**src/rtl/hqm_rcfwl_gclk_clkreq_fsm.sv**
```systemverilog
// ---------------------------------------------------------------------------
// hqm_rcfwl_gclk_clkreq_fsm
//
// Clock-request/acknowledge gating controller. It runs on the free-running
// post-DOP clock. It arbitrates level clock requests from NUM_REQ agents and
// drives a registered enable to the downstream clock gate. It provides:
//   - a programmable wake settle delay,
//   - an idle hysteresis before gating,
//   - a DFT enable override,
//   - a saturating wake-event counter.
//
// Ports
//   ckpostdop_free : free-running post-DOP clock (single domain)
//   rst_b          : asynchronous active-low reset
//   agent_req      : per-agent level clock requests
//   agent_ack      : per-agent registered acknowledge
//   cfg_hyst       : idle cycles before gating, sampled on HYST entry
//   cfg_wake_dly   : settle cycles after enable, sampled on WAKE entry
//   fdft_clken     : DFT override, forces clken_out high combinationally
//   clken_out      : enable to the downstream clock gate
//   clk_active     : high while the FSM is in ON
//   wake_events    : saturating count of OFF->WAKE transitions
//   state_dbg      : current FSM state (OFF=0, WAKE=1, ON=2, HYST=3)
//
// Handshake: agent_req/agent_ack form a four-phase level handshake. An agent
// raises req and holds it until it sees ack. ack is registered and is granted
// only while the FSM is in ON. After the agent drops req, ack drops on the
// next edge.
// ---------------------------------------------------------------------------
module hqm_rcfwl_gclk_clkreq_fsm #(
  parameter int NUM_REQ = 4,
  parameter int HYST_W  = 8,
  parameter int WAKE_W  = 4,
  parameter int CNT_W   = 16
) (
  input  logic               ckpostdop_free,
  input  logic               rst_b,
  input  logic [NUM_REQ-1:0] agent_req,
  output logic [NUM_REQ-1:0] agent_ack,
  input  logic [HYST_W-1:0]  cfg_hyst,
  input  logic [WAKE_W-1:0]  cfg_wake_dly,
  input  logic               fdft_clken,
  output logic               clken_out,
  output logic               clk_active,
  output logic [CNT_W-1:0]   wake_events,
  output logic [1:0]         state_dbg
);

  localparam logic [1:0] ST_OFF  = 2'd0;
  localparam logic [1:0] ST_WAKE = 2'd1;
  localparam logic [1:0] ST_ON   = 2'd2;
  localparam logic [1:0] ST_HYST = 2'd3;

  localparam logic [CNT_W-1:0]  CNT_ONE  = {{(CNT_W-1){1'b0}}, 1'b1};
  localparam logic [WAKE_W-1:0] WAKE_ONE = {{(WAKE_W-1){1'b0}}, 1'b1};
  localparam logic [HYST_W-1:0] HYST_ONE = {{(HYST_W-1){1'b0}}, 1'b1};

  logic [1:0]         state_q, state_d;
  logic               clken_q, clken_d;
  logic [WAKE_W-1:0]  wake_cnt_q, wake_cnt_d;
  logic [HYST_W-1:0]  hyst_cnt_q, hyst_cnt_d;
  logic [CNT_W-1:0]   wake_events_q, wake_events_d;
  logic [NUM_REQ-1:0] ack_q, ack_d;
  logic               any_req;

  assign any_req = |agent_req;

  always_comb begin
    state_d       = state_q;
    clken_d       = clken_q;
    wake_cnt_d    = wake_cnt_q;
    hyst_cnt_d    = hyst_cnt_q;
    wake_events_d = wake_events_q;
    case (state_q)
      ST_OFF: begin
        if (any_req) begin
          state_d    = ST_WAKE;
          wake_cnt_d = cfg_wake_dly;
          clken_d    = 1'b1;
          // The counter saturates at all-ones and does not wrap.
          if (wake_events_q != {CNT_W{1'b1}}) begin
            wake_events_d = wake_events_q + CNT_ONE;
          end
        end
      end
      ST_WAKE: begin
        // WAKE always runs to completion, even if requests drop meanwhile.
        if (wake_cnt_q == '0) begin
          state_d = ST_ON;
        end else begin
          wake_cnt_d = wake_cnt_q - WAKE_ONE;
        end
      end
      ST_ON: begin
        if (!any_req) begin
          state_d    = ST_HYST;
          hyst_cnt_d = cfg_hyst;
        end
      end
      ST_HYST: begin
        // A request wins over expiry, including in the final cycle.
        if (any_req) begin
          state_d = ST_ON;
        end else if (hyst_cnt_q == '0) begin
          state_d = ST_OFF;
          clken_d = 1'b0;
        end else begin
          hyst_cnt_d = hyst_cnt_q - HYST_ONE;
        end
      end
      default: begin
        state_d = ST_OFF;
        clken_d = 1'b0;
      end
    endcase
  end

  // Acks are judged against the current state. A warm request is
  // therefore acked one edge later, and a cold request one edge after ON.
  assign ack_d = agent_req & {NUM_REQ{state_q == ST_ON}};

  always_ff @(posedge ckpostdop_free or negedge rst_b) begin
    if (!rst_b) begin
      state_q       <= ST_OFF;
      clken_q       <= 1'b0;
      wake_cnt_q    <= '0;
      hyst_cnt_q    <= '0;
      wake_events_q <= '0;
      ack_q         <= '0;
    end else begin
      state_q       <= state_d;
      clken_q       <= clken_d;
      wake_cnt_q    <= wake_cnt_d;
      hyst_cnt_q    <= hyst_cnt_d;
      wake_events_q <= wake_events_d;
      ack_q         <= ack_d;
    end
  end

  // The DFT override is combinational so it bypasses the register stage.
  assign clken_out   = clken_q | fdft_clken;
  assign clk_active  = (state_q == ST_ON);
  assign agent_ack   = ack_q;
  assign wake_events = wake_events_q;
  assign state_dbg   = state_q;

endmodule

```
**config.mk**
```make
export PLATFORM = sky130hd
export DESIGN_NAME = hqm_rcfwl_gclk_clkreq_fsm
export DESIGN_NICKNAME = d
export VERILOG_FILES = /design/src/rtl/hqm_rcfwl_gclk_clkreq_fsm.sv
export SDC_FILE = /design/constraint.sdc
export NUM_CORES = 1
export LEC_CHECK = 0
export BUFFER_PORTS_ARGS = -buffer_cell sky130_fd_sc_hd__buf_2
export CELL_PAD_IN_SITES_DETAIL_PLACEMENT = 1
export CELL_PAD_IN_SITES_GLOBAL_PLACEMENT = 1
export CORE_MARGIN = 1
export CORE_UTILIZATION = 43
export DETAILED_ROUTE_END_ITERATION = 6
export PLACE_DENSITY_LB_ADDON = 0.1
export SLEW_MARGIN = 20
export SYNTH_ARGS = -nofsm -noshare
export SYNTH_HDL_FRONTEND = slang
export SYNTH_SLANG_ARGS = --single-unit
```
**constraint.sdc**
```tcl
create_clock -name ckpostdop_free -period 3.46 [get_ports ckpostdop_free]
set_input_delay 1.038 -clock ckpostdop_free [delete_from_list [all_inputs] [get_ports ckpostdop_free]]
set_output_delay 1.038 -clock ckpostdop_free [all_outputs]
set_load 0.02 [all_outputs]
```
==> flow_metrics.env <==
export IMPL_outcome="complete, no violations"
export IMPL_synth_warnings=0
export IMPL_worst_ep_required_time_ns=2.42
export IMPL_reg2reg_slack_ns=1.35
export IMPL_drc=0
export IMPL_root_buffer="clkbuf_8"
export IMPL_grt_pass1_vias=1603
export IMPL_final_nets=258
export IMPL_antenna_found_initial=0
export IMPL_post_cts_setup_buffers=0
export IMPL_final_cells=286
export IMPL_area_growth_pct=17.24
export IMPL_hold_viol=0
export IMPL_hpwl_um=3466
export IMPL_worstMarginPinSlew_ns=0.7897
export IMPL_yosysMostFrequentCell="dfrtp_1"
export IMPL_timing_fmax_ghz=0.3837
export IMPL_cts_hold_buf=0
export IMPL_r2r_start="hyst_cnt_q[0]$_DFFE_PN0P_"
export IMPL_endpoint="clken_out"
export IMPL_ys_async_sr_fraction_pct=100.0
export IMPL_p_per_area_nw_per_um2=400.7
export IMPL_crit_reg2reg_capture="hyst_cnt_q[4]$_DFFE_PN0P_"
export IMPL_grt_total_usage_pct=23.07
export IMPL_synth_area_top_cells="dfrtp_1 47%, xor2_1 7.0%, nor2_1 3.8%"
export IMPL_syn_area_per_cell_um2=9.716
export IMPL_clock_path_buffers=2
export IMPL_cp_startpoint="fdft_clken"
export IMPL_ys_types=40
export IMPL_synth_edf_count=0
export IMPL_io_pins=43
export IMPL_pre_cts_ws_ns=0.5708
export IMPL_finalCriticalPeriod_ns=2.606
export IMPL_rsz0062_at_grt="false"
export IMPL_gp_congestion=0.7742
export IMPL_grt_pass1_wl_um=7817
export IMPL_netlist_area_um2=1866
export IMPL_criticalPathCategory="input pin to output pin"
export IMPL_synthCells=192
export IMPL_clk_pin_slew_worst_paths_ns=0.07
export IMPL_dpl_cell_area_um2=2106
export IMPL_r2r_cells=6
export IMPL_drive_above_1_share_pct=24.15
export IMPL_cp_max_fo=1
export IMPL_cts_tree="yes"
export IMPL_period_share_pct=75.33
export IMPL_synthFlopType="dfrtp_1"
export IMPL_drt_wl_total_um=4770
export IMPL_final_design_area_no_fill_um2=2187
export IMPL_drt_iter0_markers=69
export IMPL_num_vias=1627
export IMPL_antennaDiodeCount=0
export IMPL_cts_resized=0
export IMPL_core_um2=4086
export IMPL_cp_end_kind="output pin"
export IMPL_relSlewSlack_pct=47.35
export IMPL_die_w_um=67.87
export IMPL_chipHeight_um=67.87
export IMPL_ant_nets=0
export IMPL_fp_row_count=23
export IMPL_setup_slack_ns=0.8536
export IMPL_start_kind="input pin"
export IMPL_port_buffer_count=42
export IMPL_drv_slew=0
export IMPL_setup_tns_ns=0
export IMPL_power_leakage_nw=1.111
export IMPL_htree_levels=2
export IMPL_drt_pre_antenna_iters=4
export IMPL_cts_sinks=35
export IMPL_start_util_pct=45.65
export IMPL_dp_cells=278
export IMPL_insertion_delay_ns=0.29
export IMPL_syn_nets=215
export IMPL_routed_via_density=5.689
export IMPL_wl_per_cell_um=16.68
export IMPL_die_area_um2=4606
export IMPL_numCtsBuffers=5
export IMPL_fill_cells=498
export IMPL_synth_largest_area_cell="dfrtp_1"
export IMPL_max_vdd_ir_drop_v=0.0002730
export IMPL_max_cap_violations=0
export IMPL_crit_arrival_ns=1.57
export IMPL_total_power_uw=876.4
export IMPL_setup_viol=0
export IMPL_netlist_area_leader_share_pct=46.95
export IMPL_gr_total_overflow=0
export IMPL_hold_path_class="flip-flop to flip-flop"
export IMPL_seq_area_frac_synth_pct=46.95
export IMPL_ys_ff_latch=35
export IMPL_grt_start_max_net_pins=36
export IMPL_clock_skew_ns=0.005637
export IMPL_synthTopCellsByCount="35 x dfrtp_1, 19 x nor2_1, 15 x xor2_1"
==> routing by layer <==
layer,track usage [%],wire length [um],up-vias
li1,-,-,786
met1,28.42,2117,807
met2,39.85,2437,29
met3,5.333,155,5
met4,7.031,60,0
met5,0,0,-
==> worst min path at each step <==
stage / slack [ns] / cells after the start / endpoint / startpoint
final: 0.52 / 1 / wake_events[0]$_DFFE_PN0P_ / wake_events[0]$_DFFE_PN0P_
after global routing: 0.55 / 1 / wake_events[14]$_DFFE_PN0P_ / wake_events[14]$_DFFE_PN0P_
after CTS: 0.52 / 1 / wake_events[15]$_DFFE_PN0P_ / wake_events[15]$_DFFE_PN0P_
after detailed placement: 0.51 / 1 / wake_events[15]$_DFFE_PN0P_ / wake_events[15]$_DFFE_PN0P_
after global placement: 0.48 / 1 / wake_events[15]$_DFFE_PN0P_ / wake_events[15]$_DFFE_PN0P_
after floorplan: 0.51 / 2 / clken_q$_DFFE_PN0P_ / clken_q$_DFFE_PN0P_
==> cell families (layout without fill, tap and decap cells) <==
family | after synthesis | after routing | share of synthesized area [%]
buffers and inverters | 14 | 58 | 3.555
XOR/XNOR | 15 | 15 | 7.042
AND/OR/NAND/NOR | 84 | 84 | 24.82
multiplexers | 3 | 3 | 1.677
adder cells (fa/ha/maj) | 4 | 4 | 2.683
flip-flops | 35 | 35 | 46.95
AO/OA/AOI/OAI | 37 | 37 | 13.28
==> worst max-delay path, cell delays in order <==
cell and delay (ns):
buf_2 0.09, or2_2 0.28, buf_2 0.16
==> state kept, by name (all words and copies together), names as in the netlist <==
register and flops:
agent_ack 4, clken_q 1, hyst_cnt_q 8, state_dbg 2, wake_cnt_q 4, wake_events 16
==> per-stage QoR <==
step                util, %  hold slack [ns]
finish                53.52           0.5173
global route          53.52           0.5515
CTS                   53.52           0.5191
detailed placement    51.53           0.5071
global placement      51.53           0.4840
floorplan                 -           0.5091
==> final cells by class <==
| class | count | area [um^2] | share of cell area (%) |
|---|---|---|---|
| flip-flops and latches | 35 | 875.8 | 40.05 |
| multi-input cells | 143 | 923.4 | 42.22 |
| well taps | 50 | 62.56 | 2.860 |
| repair buffers | 43 | 217.7 | 9.954 |
| clock inverters | 1 | 5.005 | 0.2288 |
| clock buffers | 7 | 76.32 | 3.490 |
| inverters | 7 | 26.28 | 1.201 |
==> power by group <==
part           leakage [nW]  internal (mW)  switching (mW)  total [mW]
clock                0.0422          0.141           0.150       0.291
combinational         0.619         0.0503          0.0668       0.117
sequential            0.449          0.440          0.0287       0.468
==> layout by cell type (no fill, tap or decap), types with 2 or more instances in the layout <==
cell type	Yosys	final
a211oi_1	4	4
a21oi_1	12	12
a2bb2oi_1	3	3
and3_1	8	8
buf_2	2	42
clkbuf_1	3	2
clkbuf_8	0	5
dfrtp_1	35	35
ha_1	4	4
inv_1	7	7
mux2i_1	2	2
nand2_1	11	11
nand2b_1	2	2
nand3_1	5	5
nand4_1	8	8
nor2_1	19	19
nor2b_1	2	2
nor3_1	9	9
nor3b_1	4	4
nor4_1	6	6
nor4bb_1	2	2
o21ai_0	7	7
o21ai_1	3	3
o22ai_1	2	2
or2_2	2	2
xor2_1	15	15
Power figures use the tool's default switching activity.
